**src/rtl/bus_fifo_slave_if.sv**
```systemverilog
// Bus-side signal bundle for one slave slot of the single-master bus.
// The master drives select/write/address/data; the slave returns read data and irq.
interface bus_fifo_slave_if;
  logic        s_sel;
  logic        s_wr;
  logic [15:0] s_addr;
  logic [63:0] s_din;
  logic [63:0] s_dout;
  logic        irq;

  modport slave  (input  s_sel, s_wr, s_addr, s_din, output s_dout, irq);
  modport master (output s_sel, s_wr, s_addr, s_din, input  s_dout, irq);
endinterface

```
**src/rtl/bus_fifo_slave.sv**
```systemverilog
// Memory-mapped 64-bit FIFO slave: DATA push/pop, STATUS, CTRL flush/clear, INT_EN.
// Read data is registered so it lines up with the bus's registered read-mux select.
module bus_fifo_slave #(
  parameter int DEPTH = 8,
  parameter int AW    = 3
) (
  input  logic             clk,
  input  logic             reset_n,
  bus_fifo_slave_if.slave  bus
);

  localparam logic [3:0] OFF_DATA   = 4'h0;
  localparam logic [3:0] OFF_STATUS = 4'h1;
  localparam logic [3:0] OFF_CTRL   = 4'h2;
  localparam logic [3:0] OFF_INTEN  = 4'h3;

  logic [63:0] mem [DEPTH];

  logic [AW-1:0] wr_ptr_q, wr_ptr_d;
  logic [AW-1:0] rd_ptr_q, rd_ptr_d;
  logic [AW:0]   count_q, count_d;
  logic          ovf_q, ovf_d;
  logic          unf_q, unf_d;
  logic [1:0]    int_en_q, int_en_d;
  logic [63:0]   s_dout_q, s_dout_d;
  logic          irq_q, irq_d;
  logic          mem_we;

  logic          wr_acc, rd_acc;
  logic          empty, full;
  logic [7:0]    count8;
  logic [63:0]   status_word;

  // Gating with s_sel first keeps X on an unselected bus from reaching any state.
  assign wr_acc = bus.s_sel & bus.s_wr;
  assign rd_acc = bus.s_sel & ~bus.s_wr;

  assign empty       = (count_q == '0);
  assign full        = (count_q == (AW+1)'(DEPTH));
  assign count8      = 8'(count_q);
  assign status_word = {48'd0, count8, 4'd0, unf_q, ovf_q, full, empty};

  always_comb begin
    wr_ptr_d = wr_ptr_q;
    rd_ptr_d = rd_ptr_q;
    count_d  = count_q;
    ovf_d    = ovf_q;
    unf_d    = unf_q;
    int_en_d = int_en_q;
    s_dout_d = 64'd0;
    mem_we   = 1'b0;

    if (bus.s_sel) begin
      case (bus.s_addr[3:0])
        OFF_DATA: begin
          if (wr_acc) begin
            if (!full) begin
              mem_we   = 1'b1;
              wr_ptr_d = wr_ptr_q + AW'(1);
              count_d  = count_q + (AW+1)'(1);
            end else begin
              ovf_d = 1'b1;
            end
          end else if (rd_acc) begin
            if (!empty) begin
              s_dout_d = mem[rd_ptr_q];
              rd_ptr_d = rd_ptr_q + AW'(1);
              count_d  = count_q - (AW+1)'(1);
            end else begin
              unf_d = 1'b1;
            end
          end
        end
        OFF_STATUS: begin
          if (rd_acc) s_dout_d = status_word;
        end
        OFF_CTRL: begin
          if (wr_acc) begin
            if (bus.s_din[0]) begin
              wr_ptr_d = '0;
              rd_ptr_d = '0;
              count_d  = '0;
            end
            if (bus.s_din[1]) begin
              ovf_d = 1'b0;
              unf_d = 1'b0;
            end
          end
        end
        OFF_INTEN: begin
          if (wr_acc)      int_en_d = bus.s_din[1:0];
          else if (rd_acc) s_dout_d = {62'd0, int_en_q};
        end
        default: ;
      endcase
    end

    irq_d = (int_en_q[0] & (count_d != '0)) | (int_en_q[1] & (ovf_d | unf_d));
  end

  always_ff @(posedge clk) begin
    if (!reset_n) begin
      wr_ptr_q <= '0;
      rd_ptr_q <= '0;
      count_q  <= '0;
      ovf_q    <= 1'b0;
      unf_q    <= 1'b0;
      int_en_q <= 2'b00;
      s_dout_q <= 64'd0;
      irq_q    <= 1'b0;
    end else begin
      wr_ptr_q <= wr_ptr_d;
      rd_ptr_q <= rd_ptr_d;
      count_q  <= count_d;
      ovf_q    <= ovf_d;
      unf_q    <= unf_d;
      int_en_q <= int_en_d;
      s_dout_q <= s_dout_d;
      irq_q    <= irq_d;
    end
  end

  // Storage has no reset; a push concurrent with reset is discarded.
  always_ff @(posedge clk) begin
    if (reset_n && mem_we) mem[wr_ptr_q] <= bus.s_din;
  end

  assign bus.s_dout = s_dout_q;
  assign bus.irq    = irq_q;

endmodule

```
**src/flat_wrapper.sv**
```systemverilog
// flat-port wrapper written by rule: the top's interface ports become plain ports
module bus_fifo_slave_flat 
#(
  parameter int DEPTH = 8,
  parameter int AW    = 3
)
  (clk, reset_n, bus_s_sel, bus_s_wr, bus_s_addr, bus_s_din, bus_s_dout, bus_irq);
  bus_fifo_slave_if bus_i ();
  input  logic clk;
  input  logic reset_n;
  input wire logic [$bits(bus_i.s_sel)-1:0] bus_s_sel;
  input wire logic [$bits(bus_i.s_wr)-1:0] bus_s_wr;
  input wire logic [$bits(bus_i.s_addr)-1:0] bus_s_addr;
  input wire logic [$bits(bus_i.s_din)-1:0] bus_s_din;
  output wire logic [$bits(bus_i.s_dout)-1:0] bus_s_dout;
  output wire logic [$bits(bus_i.irq)-1:0] bus_irq;
  assign bus_i.s_sel = bus_s_sel;
  assign bus_i.s_wr = bus_s_wr;
  assign bus_i.s_addr = bus_s_addr;
  assign bus_i.s_din = bus_s_din;
  assign bus_s_dout = bus_i.s_dout;
  assign bus_irq = bus_i.irq;
  bus_fifo_slave #(.DEPTH(DEPTH), .AW(AW)) u_core (.clk(clk), .reset_n(reset_n), .bus(bus_i));
endmodule
```
**config.mk**
```make
export PLATFORM = sky130hd
export DESIGN_NAME = bus_fifo_slave_flat
export DESIGN_NICKNAME = d
export VERILOG_FILES = /design/src/rtl/bus_fifo_slave_if.sv /design/src/rtl/bus_fifo_slave.sv /design/src/flat_wrapper.sv
export SDC_FILE = /design/constraint.sdc
export NUM_CORES = 1
export LEC_CHECK = 0
export ABC_CLOCK_PERIOD_IN_PS = 9800
export BUFFER_PORTS_ARGS = -buffer_cell sky130_fd_sc_hd__clkbuf_2
export CAP_MARGIN = 0
export CORE_MARGIN = 3
export CORE_UTILIZATION = 45
export CTS_CLUSTER_SIZE = 20
export DETAILED_ROUTE_END_ITERATION = 10
export HOLD_SLACK_MARGIN = 0.15
export PLACE_DENSITY_LB_ADDON = 0.1
export SLEW_MARGIN = 40
export SYNTH_ARGS = -nofsm -noshare
export SYNTH_HDL_FRONTEND = slang
export SYNTH_SLANG_ARGS = --single-unit
```
**constraint.sdc**
```tcl
create_clock -name clk -period 9.8 [get_ports clk]
set_clock_uncertainty 0.15 [all_clocks]
set_input_delay 1.47 -clock clk [delete_from_list [all_inputs] [get_ports clk]]
set_output_delay 1.47 -clock clk [all_outputs]
set_load 0.01 [all_outputs]
```
Word-level counts from Yosys, hierarchy flattened
Memories as Yosys holds them, arrays and structs flattened. A register that Yosys moved wholly into a read port is not among the register bits.
Index checks and enable logic that the tools add are counted.
Cells by class
  add/sub/neg operators: 4
  eq/ne operators: 11
  muxes and demuxes: 45
  bitwise logic cells: 7
  reduce and logical (&&, ||, !) cells: 9
Operators with widths (count)
  $mux 64: 4
  $pmux 64 s3: 1
  $mux 4: 7
  $mux 3: 9
  $mux 1: 17
  $mux 12: 1
  $pmux 3 s2: 2
  $eq 4x2->1 const B: 2
  $logic_not 4->1: 2
  $ne 2x2->1 const B: 4
  $pmux 4 s2: 1
  $reduce_and 7->1: 1
  $add 3x1->3 const B: 2
  $ne 2x1->1 const B: 3
  $reduce_and 6->1: 1
  $add 4x1->4 const B: 1
  $and 1x1->1: 4
  $eq 4x1->1 const B: 1
  $eq 4x4->1 const B: 1
  $pmux 1 s2: 2
  $reduce_bool 4->1: 1
  $sub 4x1->4 const B: 1
  $reduce_and 3->1: 1
  $mux 2: 1
  5 further kinds: 6
Word-level totals
  flip-flop bits (word level): 79
  memory bits (writable): 512
  output and inout port bits: 65
  memories kept: 1
Memory list
  u_core.mem: words 8, bits a word 64, rd ports 1, clocked after Yosys merged registers in 1, write ports 1, line bus_fifo_slave.sv:17  | logic [63:0] mem [DEPTH];

Logic depth before layout (Yosys ltp)
Gate-level depths: netlist (run 1).
  word-level depth: 9
  depth in mapped cells: 9
  depth with buffers taken out: 8

Worst setup path before layout (run 1)
Ideal clock, no wire load.
  kind: input -> register
  start: input port bus_s_wr
  end: memory u_core.mem[0][0] (enable)
  setup time: 565 ps
  arrival: 6547 ps
  path slack: 2539 ps
  stages: 6
  cells stage by stage: buf_2 -> and2_1 -> o21ai_1 -> inv_1 -> nand4b_1 -> nor3_1
Between the ends
  cells in the longest elaborated chain, start to end: 7
Ends and longest elaborated chain
  start: declaration: line flat_wrapper.sv:12  | input wire logic [$bits(bus_i.s_wr)-1:0] bus_s_wr;
  $and 1x1->1: line bus_fifo_slave.sv:35  | assign wr_acc = bus.s_sel & bus.s_wr;
  $mux 1: line bus_fifo_slave.sv:56  | if (wr_acc) begin
  $mux 1: line bus_fifo_slave.sv:54  | case (bus.s_addr[3:0])
  $mux 1: line bus_fifo_slave.sv:53  | if (bus.s_sel) begin
  $logic_and 1x1->1: line bus_fifo_slave.sv:125  | if (reset_n && mem_we) mem[wr_ptr_q] <= bus.s_din;
  $mux 1: line bus_fifo_slave.sv:125
  $mux 1 (implied by the code): line bus_fifo_slave.sv:125
  end: declaration: line bus_fifo_slave.sv:17
Every way passes these cells.

Final worst setup path (run 1)
  start: input port bus_s_wr
  end: memory u_core.mem[5][48] (enable)
The elaborated chain is that of the path after synthesis.

==> results of run 1 <==
cells in the final DEF, fill, tap and decap left out, types with 4 or more instances in the layout:
| master | n |
|---|---|
| edfxtp_1 | 512 |
| clkbuf_2 | 136 |
| mux4_2 | 128 |
| nor2_1 | 79 |
| dfxtp_1 | 79 |
| clkbuf_16 | 62 |
| mux2i_1 | 59 |
| clkbuf_1 | 24 |
| nand2_1 | 12 |
| clkinv_2 | 12 |
| a21oi_1 | 10 |
| buf_6 | 9 |
| mux2_2 | 8 |
| clkbuf_8 | 8 |
| nor2_4 | 6 |
| a22oi_1 | 6 |
| nand3_1 | 5 |
| and2_1 | 5 |
| inv_1 | 5 |
| ha_1 | 5 |
| buf_12 | 5 |
| buf_4 | 5 |
| nor2b_1 | 4 |
| clkinv_1 | 4 |
power breakdown:
group	internal, mW	leakage (nW)	switching, mW
Clock	1.25	0.924	0.917
Sequential	2.74	5.26	0.00102
Combinational	0.0328	1.86	0.0502
Total	4.03	8.05	0.968
worst min-delay path: stages, from the launching register on:
cell and delay (ns):
dfxtp_1 0.31, nand2_1 0.05, a21oi_1 0.07
Yosys cell counts (all sizes together):
library cell    n  area (um^2)
a211o           1         8.76
a211oi          2         20.0
a21boi          3         22.5
a21oi          10         50.1
a22oi           6         45.0
a311oi          1         8.76
a31oi           2         12.5
a41oi           1         8.76
and2            5         31.3
and4            1         8.76
buf            38          211
clkbuf          7         26.3
dfxtp          82         1640
edfxtp        512        15400
ha              5         62.6
inv             5         18.8
mux2            8         90.1
mux2i          59          591
mux4          128         2880
nand2          13         56.3
nand2b          3         18.8
nand3           6         35.0
nand3b          1         7.51
nand4           1         6.26
nand4b          1         8.76
nor2           86          339
nor2b           4         25.0
nor3            6         35.0
nor4            1         21.3
o2111ai         1         8.76
o21a            2         15.0
o21ai           5         25.0
o22ai           1         6.26
o32ai           1         8.76
o41ai           1         16.3
or3b            1         8.76
or4             1         11.3
or4b            1         10.0
xnor2           2         17.5
xor2            3         26.3
worst max path at each step:
stage,start,endpoint,slack (ns),cells past startpoint
5_1_grt,bus_s_addr[1],u_core.mem[5][9],5.55,7
3_3_place_gp,bus_s_wr,u_core.mem[4][47],5.06,7
3_5_place_dp,bus_s_addr[1],u_core.mem[5][47],5.11,7
6_report,bus_s_wr,u_core.mem[5][48],5.78,9
4_1_cts,bus_s_addr[1],u_core.mem[5][9],5.75,7
2_1_floorplan,bus_s_wr,u_core.mem[0][0],2.54,6
layout make-up:
type / instances / area, um^2 / share of cell area
Antenna cell: 1 / 2.50 / 0.0000991
Tap cell: 615 / 769 / 0.0305
Clock buffer: 94 / 1750 / 0.0694
Clock inverter: 20 / 136 / 0.00540
Multi-Input combinational cell: 373 / 4600 / 0.182
Timing Repair Buffer: 156 / 947 / 0.0375
Inverter: 5 / 18.8 / 0.000743
Sequential cell: 594 / 17000 / 0.674
layer usage:
metal  up-vias  global-route usage  share of wire
li1       4498                   -              -
met1      5188               0.245           0.45
met2       197               0.284           0.48
met3        53              0.0331          0.044
met4         2              0.0462          0.017
met5         -                   0        0.00039
flip-flops by register name (all words and copies together) (netlist names), named ones only:
name	count
u_core.bus.irq	1
u_core.bus.s_dout	64
u_core.count_q	4
u_core.int_en_q	2
u_core.mem	512
u_core.ovf_q	1
u_core.rd_ptr_q	3
u_core.unf_q	1
u_core.wr_ptr_q	3
cells by family (layout without fill, tap and decap cells):
family	after synthesis	in the layout	share of synthesized area
buf+inv	50	275	0.0118
other cells	0	1	0
flops	594	594	0.780
compound gates	37	37	0.0118
simple gates	131	131	0.0286
fa+ha+maj	5	5	0.00287
xor+xnor	5	5	0.00201
mux	195	195	0.163
through the flow:
stage / hold WS (ns) / area (um^2) / power [mW] / utilization
finish: 0.334 / 25300 / 4.99 / 0.528
floorplan: 0.301 / 21800 / 2.83 / -
detailed placement: 0.329 / 23300 / 2.88 / 0.488
global placement: 0.335 / 23200 / 2.88 / 0.485
CTS: 0.343 / 25200 / 5.06 / 0.527
global route: 0.367 / 25300 / 5.17 / 0.528
==> results.toml, run 1 <==
[synth]
synthDistinctLibCells = 50
synth-seq-cells = 594
synth.net_count = 1106
syn_inst = 1017
syn_area_um2 = 21800
ys_seq_area_frac = 0.780
yosys_warnings = 0
syn_area_per_cell_um2 = 21.5

[clocking]
post_cts_resized = 0
cts_setup_buffers = 0
root_buffer = "clkbuf_16"
cts_sinks = 594
htree_levels = 2
cts_tree = "built"
numCtsBuffers = 60
clockBufferDepth = 3
clk_latency_ns = 0.60
cts.clk_slew.worst_paths_ns = 0.06
holdBufCountCts = 0

[timing]
tightest_slew_ns = 0.805
rsz0062_at_grt = "false"
layout_worst_path_cycle_share = 0.410
slew_violations = 0
setup_viol = 0
hold_violations = 0
max_freq_mhz = 249
period_needed_ns = 4.02
slew-limit-headroom = 0.463
worst_slack_ns = 5.78
fin_setup_tns_ns = 0

[worst_hold_path]
hold_depth = 2
hold_path.class = "reg -> reg"
min_from = "u_core.rd_ptr_q[1]"

[floorplanning]
ios = 149
die_x_um = 226
fp-row-count = 80
dieHeight_um = 226
coreArea_um2 = 47800
dieArea_um2 = 51200
start_util = 0.456

[setup_path]
reg2reg_setup_slack_ns = 6.10
path_cells = "clkbuf_2 -> and2_1 -> o21ai_1 -> inv_1 -> nand4_1 -> nor2_4 -> buf_4 -> buf_12 -> buf_12"
critPathArrivalTime_ns = 4.17
rr_worst_depth = 10
worstSetupPathType = "in -> reg"
worst_path_max_delay_cell = "nor2_4"
worstPathRequired_ns = 9.95
timing.rr.end = "u_core.mem[5][48]"
crit_top_cell = "buf_12"
r2r_start = "u_core.count_q[0]"
startpoint_type = "input pin"
crit_path_max_fanout = 18
crit_family = "simple AND/OR/NAND/NOR gates"
cpPeakStageDelay_ns = 0.73
critPathBufInv = 5
cp-end-kind = "register"

[global_routing]
grt.overflow.total = 0
grt_antenna_before_repair = 1
grt_max_degree = 92
grt_pass1_vias = 10600
grt.total_usage = 0.175
grt_pass1_wl_um = 66100

[detailed_routing]
wl_per_cell_um = 23.5
drt_iter0_markers = 662
first_pass_iters = 6
ant_nets = 0
drc = 0
vias = 9938
viasPerCell = 5.35
wl_um = 43700

[power]
p_leak_nw = 8.05
ir_worst_vdd_v = 0.000126
p_per_area_nw_per_um2 = 198

[outcome]
status = "finished, final reports clean"

[placed_design]
dp.cells = 1742
place_congestion = 0.774
port_buffers = 136
dp_hpwl_um = 22600
dp_worst_setup_slack_ns = 5.11

[layout]
nFillCells = 3852
finalNonFillerCells = 1858
drive_above_1_share = 0.320
nNetsFinal = 1279
area_delta_synth_final_pct = 15.7

[run]
cap_violations = 0
(Power assumes the default switching activity.)
==> run 2: changes to the inputs <==
--- a/config.mk
+++ b/config.mk
@@ -5,7 +5,8 @@
 export SDC_FILE = /design/constraint.sdc
 export NUM_CORES = 1
 export LEC_CHECK = 0
-export ABC_CLOCK_PERIOD_IN_PS = 9800
+export ABC_AREA = 1
+export ABC_CLOCK_PERIOD_IN_PS = 3200
 export BUFFER_PORTS_ARGS = -buffer_cell sky130_fd_sc_hd__clkbuf_2
 export CAP_MARGIN = 0
 export CORE_MARGIN = 3
==> constraint.sdc (replaced) <==
create_clock -name clk -period 3.2 [get_ports clk]
set_clock_uncertainty 0.15 [all_clocks]
set_input_delay 0.48 -clock clk [delete_from_list [all_inputs] [get_ports clk]]
set_output_delay 0.48 -clock clk [all_outputs]
set_load 0.01 [all_outputs]
==> results.toml, run 2 <==
[clocking]
root_buffer = "clkbuf_16"
clockBufferDepth = 3
numCtsBuffers = 61
holdBufCountCts = 71
post_cts_resized = 0
clk_latency_ns = 0.61
htree_levels = 2
cts.clk_slew.worst_paths_ns = 0.06
cts_sinks = 594
cts_setup_buffers = 0
cts_tree = "built"

[synth]
synth_edf_count = 512
ys.flop_type = "edfxtp_1"
syn_area_per_cell_um2 = 13.2
synth-seq-cells = 594
syn_inst = 1683
synth_top_area_cell = "edfxtp_1"
async_reset_ff_frac = 0
synth.top_cell.area_share = 0.694
synthTopCellsByCount = "edfxtp_1, nor2_1, o21ai_0"
synthDistinctLibCells = 33
synth.net_count = 1772
post-synth-top-count-cell = "edfxtp_1"
syn_area_um2 = 22200
ys_seq_area_frac = 0.768
yosys_warnings = 0
synth.area.top_cells = "edfxtp_1, dfxtp_1, nor2_1, o21ai_0, a31oi_1"

[setup_path]
crit_family = "buffers and inverters"
worst_path_max_delay_cell = "dlygate4sd3_1"
critPathArrivalTime_ns = 3.15
reg2reg_setup_slack_ns = 0.78
r2r_start = "u_core.count_q[0]"
path_cells = "dlygate4sd3_1 -> clkbuf_2 -> nor4_2 -> dlygate4sd3_1 -> nand3_1 -> dlygate4sd3_1 -> a21oi_1"
cp-end-kind = "register"
worstSetupPathType = "in -> reg"
crit_path_max_fanout = 6
critPathBufInv = 4
rr_worst_depth = 8
worstPathRequired_ns = 3.59
startpoint_type = "input pin"
timing.rr.end = "u_core.mem[2][26]"
cpPeakStageDelay_ns = 0.77
crit_top_cell = "dlygate4sd3_1"

[timing]
setup_viol = 0
max_freq_mhz = 362
hold_violations = 0
layout_worst_path_cycle_share = 0.863
period_needed_ns = 2.76
slew-limit-headroom = 0.507
tightest_slew_ns = 0.739
rsz0062_at_grt = "false"
fin_setup_tns_ns = 0
slew_violations = 0
worst_slack_ns = 0.439

[detailed_routing]
viasPerCell = 5.34
drc = 0
vias = 13800
first_pass_iters = 5
wl_per_cell_um = 19.9
wl_um = 51400
ant_nets = 0
drt_iter0_markers = 1101

[floorplanning]
start_util = 0.459
fp-row-count = 80
coreArea_um2 = 48200
dieArea_um2 = 52000
dieHeight_um = 228
ios = 149
die_x_um = 228

[layout]
mostFrequentLayoutCell = "edfxtp_1"
nNetsFinal = 1968
drive_above_1_share = 0.153
most-common-layout-cells = "edfxtp_1, nor2_1, o21ai_0"
area_delta_synth_final_pct = 19.9
largest_reg_flops = 512
top_register = "u_core.mem"

[global_routing]
grt_antenna_before_repair = 2
grt_max_degree = 133
grt.total_usage = 0.197
grt_pass1_wl_um = 80100
grt.overflow.total = 0
grt_pass1_vias = 13800

[placed_design]
port_buffers = 136
dp_hpwl_um = 25200
dp_worst_setup_slack_ns = 0.616
place_congestion = 0.857

[power]
p_per_area_nw_per_um2 = 592
ir_worst_vdd_v = 0.000410
p_leak_nw = 9.05

[worst_hold_path]
hold_depth = 4
min_from = "bus_s_addr[1]"
worstHoldEndpoint = "u_core.bus.s_dout[1]"
hold_path.class = "in -> reg"

[outcome]
status = "finished, final reports clean"

[run]
cap_violations = 0
==> run 2: worst min-delay path, cell delays in order <==
cell	delay (ns)
clkbuf_2	0.13
nor4_2	0.08
a31oi_1	0.13
a21oi_1	0.10
==> run 2: final cells by class <==
| class | instances | area (um^2) |
|---|---|---|
| Sequential cell | 594 | 17000 |
| Timing Repair Buffer | 238 | 1910 |
| Clock inverter | 15 | 140 |
| Multi-Input combinational cell | 959 | 4740 |
| Antenna cell | 1 | 2.50 |
| Clock buffer | 101 | 1840 |
| Fill cell | 3993 | 21700 |
| Inverter | 25 | 104 |
| Tap cell | 656 | 821 |
==> run 2: cells by family after synthesis <==
family / after synthesis / synth area share
fa+ha+maj: 5 / 0.00282
xor+xnor: 2 / 0.000790
simple gates: 495 / 0.0882
buf+inv: 130 / 0.0259
compound gates: 457 / 0.115
flops: 594 / 0.768
==> run 2: where the power goes <==
part | internal (mW) | switching [mW] | total [mW]
Sequential | 8.40 | 0.00758 | 8.41
Combinational | 0.149 | 0.262 | 0.411
Clock | 4.07 | 2.85 | 6.91
Total | 12.6 | 3.12 | 15.7
==> run 2: worst max path at each step <==
stage	startpoint	cells after the start	endpoint	slack, ns
final	bus_s_addr[3]	7	u_core.bus.s_dout[10]	0.44
after global routing	bus_s_addr[3]	7	u_core.bus.s_dout[10]	0.35
after CTS	bus_s_addr[3]	7	u_core.bus.s_dout[10]	0.53
after detailed placement	bus_s_wr	8	u_core.mem[3][36]	0.62
after global placement	bus_s_sel	8	u_core.mem[2][36]	0.63
after floorplan	u_core.count_q[0]	7	u_core.mem[2][0]	-0.09
==> run 2: metrics by stage <==
step	hold slack [ns]	power (mW)	instances	utilization	instance area (um^2)
finish	0.225	15.7	2589	0.551	26600
global route	0.243	16.3	2589	0.551	26600
CTS	0.188	15.9	2588	0.551	26600
detailed placement	0.309	8.91	2401	0.495	23900
global placement	0.311	8.90	2401	0.495	23900
floorplan	0.293	8.74	1683	-	22300
==> run 2: metal layers <==
layer,share of wire,vias to the layer above,global-route usage
met5,0.00014,-,0
met3,0.044,88,0.0319
met2,0.48,309,0.325
met4,0.022,2,0.0588
met1,0.46,6824,0.270
li1,-,6605,-
==> run 3: changes to the inputs <==
--- a/config.mk
+++ b/config.mk
@@ -9,6 +9,8 @@
 export ABC_CLOCK_PERIOD_IN_PS = 3200
 export BUFFER_PORTS_ARGS = -buffer_cell sky130_fd_sc_hd__clkbuf_2
 export CAP_MARGIN = 0
+export CELL_PAD_IN_SITES_DETAIL_PLACEMENT = 1
+export CELL_PAD_IN_SITES_GLOBAL_PLACEMENT = 1
 export CORE_MARGIN = 3
 export CORE_UTILIZATION = 45
 export CTS_CLUSTER_SIZE = 20
==> results.toml, run 3 (synthesized netlist as in run 2, its figures left out) <==
[detailed_routing]
vias = 14200
drc = 0
first_pass_iters = 4
viasPerCell = 5.48
wl_per_cell_um = 21.5
ant_nets = 0
drt_iter0_markers = 1085
wl_um = 55900

[clocking]
clockBufferDepth = 3
post_cts_resized = 0
cts_setup_buffers = 0
clk_latency_ns = 0.61
cts.clk_slew.worst_paths_ns = 0.06
cts_sinks = 594
htree_levels = 2
cts_tree = "built"
numCtsBuffers = 60
root_buffer = "clkbuf_16"

[worst_hold_path]
hold_path.class = "in -> reg"
hold_depth = 5

[global_routing]
grt.total_usage = 0.213
grt_max_degree = 101
grt_pass1_vias = 15200
grt.overflow.total = 0
grt_pass1_wl_um = 87200
grt_antenna_before_repair = 4

[floorplanning]
fp-row-count = 80
start_util = 0.459
ios = 149
dieArea_um2 = 52000
coreArea_um2 = 48200
dieHeight_um = 228
die_x_um = 228

[timing]
slew_violations = 0
layout_worst_path_cycle_share = 0.856
rsz0062_at_grt = "false"
fin_setup_tns_ns = 0
tightest_slew_ns = 0.837
period_needed_ns = 2.74
setup_viol = 0
hold_slack_ns = 0.208
max_freq_mhz = 365
hold_violations = 0
slew-limit-headroom = 0.442

[layout]
nNetsFinal = 1977
drive_above_1_share = 0.158
ff_latch_area_um2 = 17000
nFillCells = 4810
fin_util = 0.552
fin_area_um2 = 26600
most-common-layout-cells = "edfxtp_1, nor2_1, o21ai_0"
mostFrequentLayoutCell = "edfxtp_1"
multiInputGateArea_um2 = 4740
largest_reg_flops = 512
area_delta_synth_final_pct = 20.0
top_register = "u_core.mem"

[power]
p_per_area_nw_per_um2 = 595
p_leak_nw = 9.08
ir_worst_vdd_v = 0.000458

[setup_path]
startpoint_type = "input pin"
rr_worst_depth = 8
cp-end-kind = "register"
worstPathRequired_ns = 3.59
worstSetupPathType = "in -> reg"
critPathArrivalTime_ns = 3.13
crit_path_max_fanout = 4

[placed_design]
placedInstanceArea_um2 = 23900
port_buffers = 136
place_congestion = 0.782
dp_hpwl_um = 29700

[run]
cap_violations = 0

[outcome]
status = "finished, final reports clean"
run 3: changes by cell type in the layout (fill, tap and decap cells not counted), sizes merged:
cell / before / now
clkinv: 11 / 12
clkinvlp: 0 / 1
inv: 27 / 25
diode: 1 / 2
buf: 31 / 41
clkbuf: 237 / 233
bufinv: 2 / 3
run 3: per-layer routing:
| metal | up-vias | global-route usage | share of wire |
|---|---|---|---|
| li1 | 6615 | - | - |
| met1 | 7252 | 0.281 | 0.44 |
| met2 | 271 | 0.372 | 0.50 |
| met3 | 100 | 0.0321 | 0.040 |
| met4 | 4 | 0.0574 | 0.022 |
| met5 | - | 0 | 0.00038 |
run 3: final cells by class:
class                   count  area share
well taps                 656      0.0308
clock inverters            16     0.00635
inverters                  25     0.00390
flip-flops and latches    594       0.640
repair buffers            248      0.0723
diodes                      2    0.000188
clock buffers              97      0.0685
multi-input cells         959       0.178
run 3: per-stage QoR:
stage / power (mW) / std cells / worst slack (ns)
2_1_floorplan: 8.74 / 1683 / -0.0933
3_3_place_gp: 8.91 / 2411 / 0.566
3_5_place_dp: 8.93 / 2411 / 0.536
4_1_cts: 16.0 / 2595 / 0.565
5_1_grt: 16.4 / 2596 / 0.391
6_report: 15.8 / 2597 / 0.460
run 3: repair_timing:
action	4_1_cts	5_1_grt
hold buffers	71	0
setup endpoints to repair	0	0
hold endpoints to repair	520	0
run 3: worst paths after layout:
path | start | to | slack (ns)
setup / recovery | bus_s_addr[3] | u_core.bus.s_dout[3] | 0.46
hold / removal | bus_s_addr[0] | u_core.int_en_q[0] | 0.21
setup reg to reg | u_core.count_q[1] | u_core.mem[7][30] | 0.75
hold reg to reg | u_core.int_en_q[1] | u_core.bus.irq | 0.33
run 3: where the power goes:
part           internal (mW)  switching [mW]  total (mW)
clock network           4.12            2.87        6.98
registers               8.40         0.00842        8.41
logic                  0.152           0.276       0.429
run 3: worst max-delay path: stages:
cell	delay [ns]
dlygate4sd3_1	0.53
clkbuf_2	0.14
nor4_2	0.46
dlygate4sd3_1	0.71
nand3_1	0.10
dlygate4sd3_1	0.58
a21oi_1	0.13
